[src/rtl/registrador_universal.sv]
// Universal register: load, shift/rotate, sync clear and a self-timed serial burst on sout.
// Optional even parity output enabled by defining REGISTRADOR_PARITY_EN.
module registrador_universal #(
    parameter int               WIDTH     = 8,
    parameter logic [WIDTH-1:0] RESET_VAL = '0
) (
    input  logic             clk,
    input  logic             rstn,
    input  logic             en,
    input  logic [2:0]       mode,
    input  logic [WIDTH-1:0] d,
    input  logic             sin,
    output logic [WIDTH-1:0] q,
    output logic             sout,
    output logic             busy,
    output logic             done,
    output logic             parity
);

    localparam int             CW   = $clog2(WIDTH + 1);
    localparam logic [CW-1:0] LAST = CW'(WIDTH - 1);

    typedef enum logic [1:0] {
        IDLE  = 2'd0,
        SHIFT = 2'd1,
        DONE  = 2'd2
    } state_e;

    state_e           state_q, state_d;
    logic [WIDTH-1:0] data_q, data_d;
    logic [CW-1:0]    cnt_q, cnt_d;

    logic [WIDTH-1:0] shl_sin, shr_sin, rol, ror;

    // A single-bit word has no neighbours: shifts take sin, rotates hold.
    generate
        if (WIDTH == 1) begin : g_w1
            assign shl_sin = sin;
            assign shr_sin = sin;
            assign rol     = data_q;
            assign ror     = data_q;
        end else begin : g_wn
            assign shl_sin = {data_q[WIDTH-2:0], sin};
            assign shr_sin = {sin, data_q[WIDTH-1:1]};
            assign rol     = {data_q[WIDTH-2:0], data_q[WIDTH-1]};
            assign ror     = {data_q[0], data_q[WIDTH-1:1]};
        end
    endgenerate

    always_ff @(negedge clk or negedge rstn) begin
        if (!rstn) begin
            state_q <= IDLE;
            data_q  <= RESET_VAL;
            cnt_q   <= '0;
        end else begin
            state_q <= state_d;
            data_q  <= data_d;
            cnt_q   <= cnt_d;
        end
    end

    always_comb begin
        state_d = state_q;
        case (state_q)
            IDLE:    if (en && mode == 3'b111) state_d = SHIFT;
            SHIFT:   if (cnt_q == LAST) state_d = DONE;
            DONE:    state_d = IDLE;
            default: state_d = IDLE;
        endcase
    end

    always_comb begin
        data_d = data_q;
        cnt_d  = cnt_q;
        case (state_q)
            IDLE: begin
                if (en) begin
                    case (mode)
                        3'b000: data_d = data_q;
                        3'b001: data_d = d;
                        3'b010: data_d = shl_sin;
                        3'b011: data_d = shr_sin;
                        3'b100: data_d = rol;
                        3'b101: data_d = ror;
                        3'b110: data_d = RESET_VAL;
                        3'b111: cnt_d  = '0;
                    endcase
                end
            end
            SHIFT: begin
                data_d = shr_sin;
                // Counter saturates on the last shift so it never wraps.
                if (cnt_q != LAST) cnt_d = cnt_q + CW'(1);
            end
            default: ;
        endcase
    end

    always_comb begin
        busy = (state_q == SHIFT);
        done = (state_q == DONE);
    end

    assign q    = data_q;
    assign sout = data_q[0];

`ifdef REGISTRADOR_PARITY_EN
    assign parity = ^data_q;
`else
    assign parity = 1'b0;
`endif

endmodule

[config.mk]
export PLATFORM = sky130hd
export DESIGN_NAME = registrador_universal
export DESIGN_NICKNAME = d
export VERILOG_FILES = /design/src/rtl/registrador_universal.sv
export SDC_FILE = /design/constraint.sdc
export NUM_CORES = 1
export LEC_CHECK = 0
export ABC_AREA = 1
export CAP_MARGIN = 20
export CORE_ASPECT_RATIO = 0.8
export CORE_MARGIN = 5
export CORE_UTILIZATION = 51
export CTS_CLUSTER_DIAMETER = 60
export CTS_CLUSTER_SIZE = 8
export DETAILED_ROUTE_END_ITERATION = 8
export GPL_TIMING_DRIVEN = 0
export PLACE_DENSITY = 0.84
export SYNTH_ARGS = -nofsm -noshare
export SYNTH_HDL_FRONTEND = slang
export SYNTH_SLANG_ARGS = --single-unit
[constraint.sdc]
create_clock -name clk -period 3.77 [get_ports clk]
set_input_delay 0.5655 -clock clk [delete_from_list [all_inputs] [get_ports clk]]
set_output_delay 0.5655 -clock clk [all_outputs]
set_load 0.05 [all_outputs]
==> impl_results.md, run 1 <==
* Status: completed
* # fillers at 173
* Critical Path Start: q[3]
* Chip width at 59.5 microns
* First-pass GRT wire length at 4.60 mm
* Peak supply drop at 0.000511 V
* Cell Area, Synth at 1000 sq um
* DP Area at 0.00126 sq mm
* Slowest stage delay, CP at 0.52 ns
* Total track usage at 19.8%
* Crit-path max FO at 5
* Area growth from synthesis to layout at 28.2%
* Initial core utilization at 53.3%
* Height of the die at 49.6 microns
* Ant. Diodes at 0
* Routed len/inst at 12.8 microns
* Worst R2R Path Depth at 6
* Critical path endpoint category: primary output
* Most common cell after layout, fill and taps aside: nand2_1
* Initial antenna violation count at 0
* Setup Fix Bufs, Post-CTS at 0
* Die area at 0.00295 sq mm
* Slowest cell on crit path: clkdlybuf4s15_1
* Worst Hold Class: reg2reg
* Synth top area share at 35.0%
* Ys Warns at 0
* Final WL at 2.71 mm
* 1st-iter DRT viols at 52
* Max-cap viol count at 0
* CTS tree: built
* Clock buffer depth at 2
* Vias in the first global route at 1101
* Hold Vio Cnt, Final at 0
* Buffers and inverters on the worst path at 1
* Worst-path clk slew at 0.06 ns
* Reg2reg setup slack at 2.31 ns
* Post-synthesis net count at 177
* Finished Cell Area at 0.00128 sq mm
* Commonest cells after routing, fill and taps aside: 60 x nand2_1, 22 x nand3_1, 19 x nor2_1
* Unique cell type count in the Yosys netlist at 22
* Fraction of layout cells with a size suffix above 1 at 13.8%
* Vias at 1114
* Port Buffer Count at 23
* WS Path Type: reg2out
* Clock Tree Root: clkbuf_4
* Rows at 14
* # nets final at 205
* Vias per inst at 5.25
* Largest area contributor in the netlist: dfrtn_1
* CTS Buf Count at 3
* Top cells by area, synth: dfrtn_1 35%, nand2_1 23%, nand3_1 11%, nor2_1 7.5%, inv_1 5.6%
* Final Skew at 0.000580 ns
* Final TNS setup at 0 ns
* Pin count of the biggest net entering global routing at 15
* Leak Pwr at 0.688 nW
* Relative slew slack at 57.5%
* Worst r2r dst: q[0]
* Cells after synthesis at 161
* Reg-to-reg startpoint: state_q[1]
* CTS Sinks at 14
* H-tree levels at 1
* Sequential-to-total area share from yosys stat at 35.0%
* I/O pin cnt at 27
* DP Wirelength at 1.98 mm
* Worst skew pair latency at 0.28 ns
* #FFs+latches synth at 14
* Family with the most delay on the worst path: buffers and inverters
* Slew @ Worst Pin at 0.635 ns
* WP depth at 1
* Global route overflow at 0
* ANT nets after route at 0
* DR DRC count at 0
* Slew Limit Fails at 0
* Crit path DAT at 3.16 ns
* Power per cell area at 783 mW/mm^2
* RSZ-0062 raised after global routing: false
* Worst setup path end: q[3]
* Drt pass-1 iters at 4
* Core Region at 0.00187 sq mm
* Startpoint Class: register
* GP Congestion at 0.827
* Syn Area/Cell at 6.21 sq um
* Worst Path Required at 3.20 ns
* Final setup fails at 0
* Hold slack at 0.444 ns
* Critical-path cell list: clkdlybuf4s15_1
## stage by stage
step	power (mW)	setup slack (ns)	std cells	util [%]
after global routing	1.08	0.00341	212	68.4
after global placement	0.890	-0.415	208	67.2
final	1.00	0.0410	212	68.4
after floorplan	0.717	0.232	161	-
after CTS	1.01	0.00378	212	69.6
after detailed placement	0.909	-0.439	208	67.2
## report_power, final
group	internal, mW	switching, mW
Combinational	0.185	0.410
Sequential	0.223	0.0757
Clock	0.0588	0.0513
## cells by family after synthesis
family                     share of synthesized area (%)
AOI/OAI and AO/OA                                   5.38
xor gates and xnor gates                           0.876
adders and majority gates                           1.25
buffers and inverters                               11.3
DFF                                                 35.0
other                                              0.375
and+or+nand+nor                                     45.8
## Yosys cell counts (all sizes together)
cell type / count
nor3: 1
dfrtn: 14
inv: 17
o21ai: 5
ha: 1
nand4: 4
xnor2: 1
clkinv: 2
a21oi: 3
buf: 6
nand2: 60
clkbuf: 1
nand3: 23
nor3b: 1
nor2: 20
conb: 1
a31oi: 1
## worst min-delay path by stage
stage               startpoint       end  slack, ns  cells past startpoint
CTS                   cnt_q[0]  cnt_q[0]       0.44                      1
detailed placement    cnt_q[0]  cnt_q[0]       0.44                      1
finish                cnt_q[0]  cnt_q[0]       0.44                      1
floorplan             cnt_q[0]  cnt_q[0]       0.41                      1
global route          cnt_q[1]  cnt_q[1]       0.48                      2
global placement      cnt_q[0]  cnt_q[0]       0.43                      1
## layer usage
metal / GRT usage (%) / vias up / share of wire (%) / wire, microns
met5: 0 / - / 0 / 0
met4: 7.38 / 0 / 1.8 / 49
met3: 4.70 / 7 / 6.7 / 183
met2: 34.2 / 37 / 47 / 1270
met1: 23.5 / 514 / 45 / 1210
li1: - / 556 / - / -
## repair_timing
| action | CTS | global route |
|---|---|---|
| resized for setup | 30 | 13 |
| hold endpoints to repair | 0 | 0 |
| gates cloned | 0 | 0 |
| hold buffers | 0 | 0 |
| setup endpoints to repair | 11 | 12 |
## sequential cells by signal, summed over array words and instances, names as in the netlist
signal / count
q: 8
cnt_q: 4
state_q: 2
## cell type report
class,count,area [sq um],share of cell area (%)
buffer,7,47.5,3.71
timing repair buffer,23,201,15.7
tap,24,30.0,2.34
multi-input combinational,121,544,42.5
inverter,19,71.3,5.57
clock buffer,4,36.3,2.83
sequential,14,350,27.3
(Power assumes the default switching activity.)
==> inputs of run 2 (changes only) <==
- CORE_MARGIN: 5 -> default
==> impl_results.md, run 2 (synthesis results as in run 1) <==
* DP Wirelength at 1.80 mm (was 1.98 mm)
* Commonest cells after routing, fill and taps aside: 60 x nand2_1, 22 x nand3_1, 19 x nor2_1 (unchanged)
* CTS tree: built (unchanged)
* CTS Sinks at 14 (unchanged)
* Height of the die at 41.6 microns (was 49.6 microns)
* Initial core utilization at 58.0% (was 53.3%)
* Final setup fails at 0 (unchanged)
* Pin count of the biggest net entering global routing at 15 (unchanged)
* Chip width at 51.5 microns (was 59.5 microns)
* Rows at 13 (was 14)
* Crit-path max FO at 5 (unchanged)
* Buffers and inverters on the worst path at 1 (unchanged)
* H-tree levels at 1 (unchanged)
* Hold Vio Cnt, Final at 0 (unchanged)
* WS Path Type: reg2out (unchanged)
* Final WL at 2.43 mm (was 2.71 mm)
* Critical-path cell list: clkdlybuf4s15_1 (unchanged)
* Power per cell area at 767 mW/mm^2 (was 783 mW/mm^2)
* Crit path DAT at 3.17 ns (was 3.16 ns)
* RSZ-0062 raised after global routing: false (unchanged)
* Final WS setup at 0.0365 ns (was 0.0410 ns)
* Family with the most delay on the worst path: buffers and inverters (unchanged)
* Clock buffer depth at 2 (unchanged)
* Worst skew pair latency at 0.28 ns (about the same)
* WP depth at 1 (unchanged)
* Drt pass-1 iters at 4 (unchanged)
* I/O pin cnt at 27 (unchanged)
* Global route overflow at 0 (unchanged)
* Total track usage at 25.0% (was 19.8%)
* Startpoint Class: register (unchanged)
* Worst hold stages at 1 (unchanged)
* Status: completed (unchanged)
* Final Skew at 0.00303 ns (was 0.000580 ns)
* DR DRC count at 0 (unchanged)
* Slowest stage delay, CP at 0.52 ns (about the same)
* Worst Path Required at 3.20 ns (about the same)
* Slew Limit Fails at 0 (unchanged)
* Die area at 0.00214 sq mm (was 0.00295 sq mm)
* Vias in the first global route at 950 (was 1101)
* Area growth from synthesis to layout at 25.9% (was 28.2%)
* Core Region at 0.00172 sq mm (was 0.00187 sq mm)
* Port Buffer Count at 23 (unchanged)
* ANT nets after route at 0 (unchanged)
* CTS Buf Count at 3 (unchanged)
* Fraction of layout cells with a size suffix above 1 at 12.8% (was 13.8%)
* GP Congestion at 0.866 (was 0.827)
* Final core utilization at 73.0% (was 68.4%)
* Slowest cell on crit path: clkdlybuf4s15_1 (unchanged)
* # nets final at 205 (unchanged)
* Setup Fix Bufs, Post-CTS at 0 (unchanged)
* First-pass GRT wire length at 4.11 mm (was 4.60 mm)
* Slew @ Worst Pin at 0.643 ns (was 0.635 ns)
* FF/Latch Area at 350 sq um (unchanged)
* Initial antenna violation count at 0 (unchanged)
* Worst-path clk slew at 0.06 ns (about the same)
* Routed len/inst at 11.6 microns (was 12.8 microns)
* # fillers at 160 (was 173)
* Worst R2R Path Depth at 8 (was 6)
* Peak supply drop at 0.000620 V (was 0.000511 V)
* Max-cap viol count at 0 (unchanged)
* Vias at 1109 (was 1114)
* Clock Tree Root: clkbuf_4 (unchanged)
* Largest register FFs at 8 (unchanged)
* Area of the multi-input gates at 539 sq um (was 544 sq um)
* Most common cell after layout, fill and taps aside: nand2_1 (unchanged)
* Place WS at -0.400 ns (was -0.439 ns)
* Post-layout power at 0.965 mW (was 1.00 mW)
* Vias per inst at 5.31 (was 5.25)
* 1st-iter DRT viols at 52 (unchanged)
* Relative slew slack at 57.0% (was 57.5%)
* Ant. Diodes at 0 (unchanged)
* Worst Hold Class: reg2reg (unchanged)
* Leak Pwr at 0.679 nW (was 0.688 nW)
* Critical path endpoint category: primary output (unchanged)
## run 2: what timing repair did
action	4_1_cts	5_1_grt
setup endpoints to repair	11	16
resized for setup	25	16
hold buffers	0	0
## run 2: path summary, 6_finish.rpt
| kind | startpoint | endpoint | slack (ns) |
|---|---|---|---|
| max | q[3] | q[3] | 0.04 |
| min | cnt_q[0] | cnt_q[0] | 0.43 |
| max reg2reg | state_q[0] | q[2] | 2.35 |
| min reg2reg | cnt_q[0] | cnt_q[0] | 0.43 |
| max in group asynchronous | rstn | state_q[1] | 0.88 |
| min in group asynchronous | rstn | cnt_q[1] | 2.45 |
## run 2: routing by layer
layer  vias up  wire length (microns)  GRT usage, %
met5         -                      0             0
met4         0                     10          2.70
met3         2                    208          7.69
met2        49                   1100          39.0
met1       498                   1110          35.1
li1        560                      -             -
## run 2: area by class of cell
cell class                 instances  area share [%]
timing repair buffer              23            15.9
clock buffer                       3            1.79
buffer                             7            3.78
inverter                          19            5.67
sequential                        14            27.8
multi-input combinational        121            42.8
tap                               22            2.19
## run 2: report_power, final
part	internal [mW]	switching (mW)	total, mW	leakage [nW]
registers	0.223	0.0747	0.298	0.176
logic	0.182	0.400	0.582	0.489
clock network	0.0370	0.0476	0.0847	0.0138
total	0.442	0.523	0.965	0.679
## run 2: through the flow
stage	hold WS (ns)	TNS, ns	cells	instance area (sq um)
3_3_place_gp	0.424	-1.44	206	1260
6_report	0.432	0	209	1260
4_1_cts	0.429	0	209	1280
3_5_place_dp	0.431	-1.92	206	1260
2_1_floorplan	0.406	0	161	1000
5_1_grt	0.473	0	209	1260
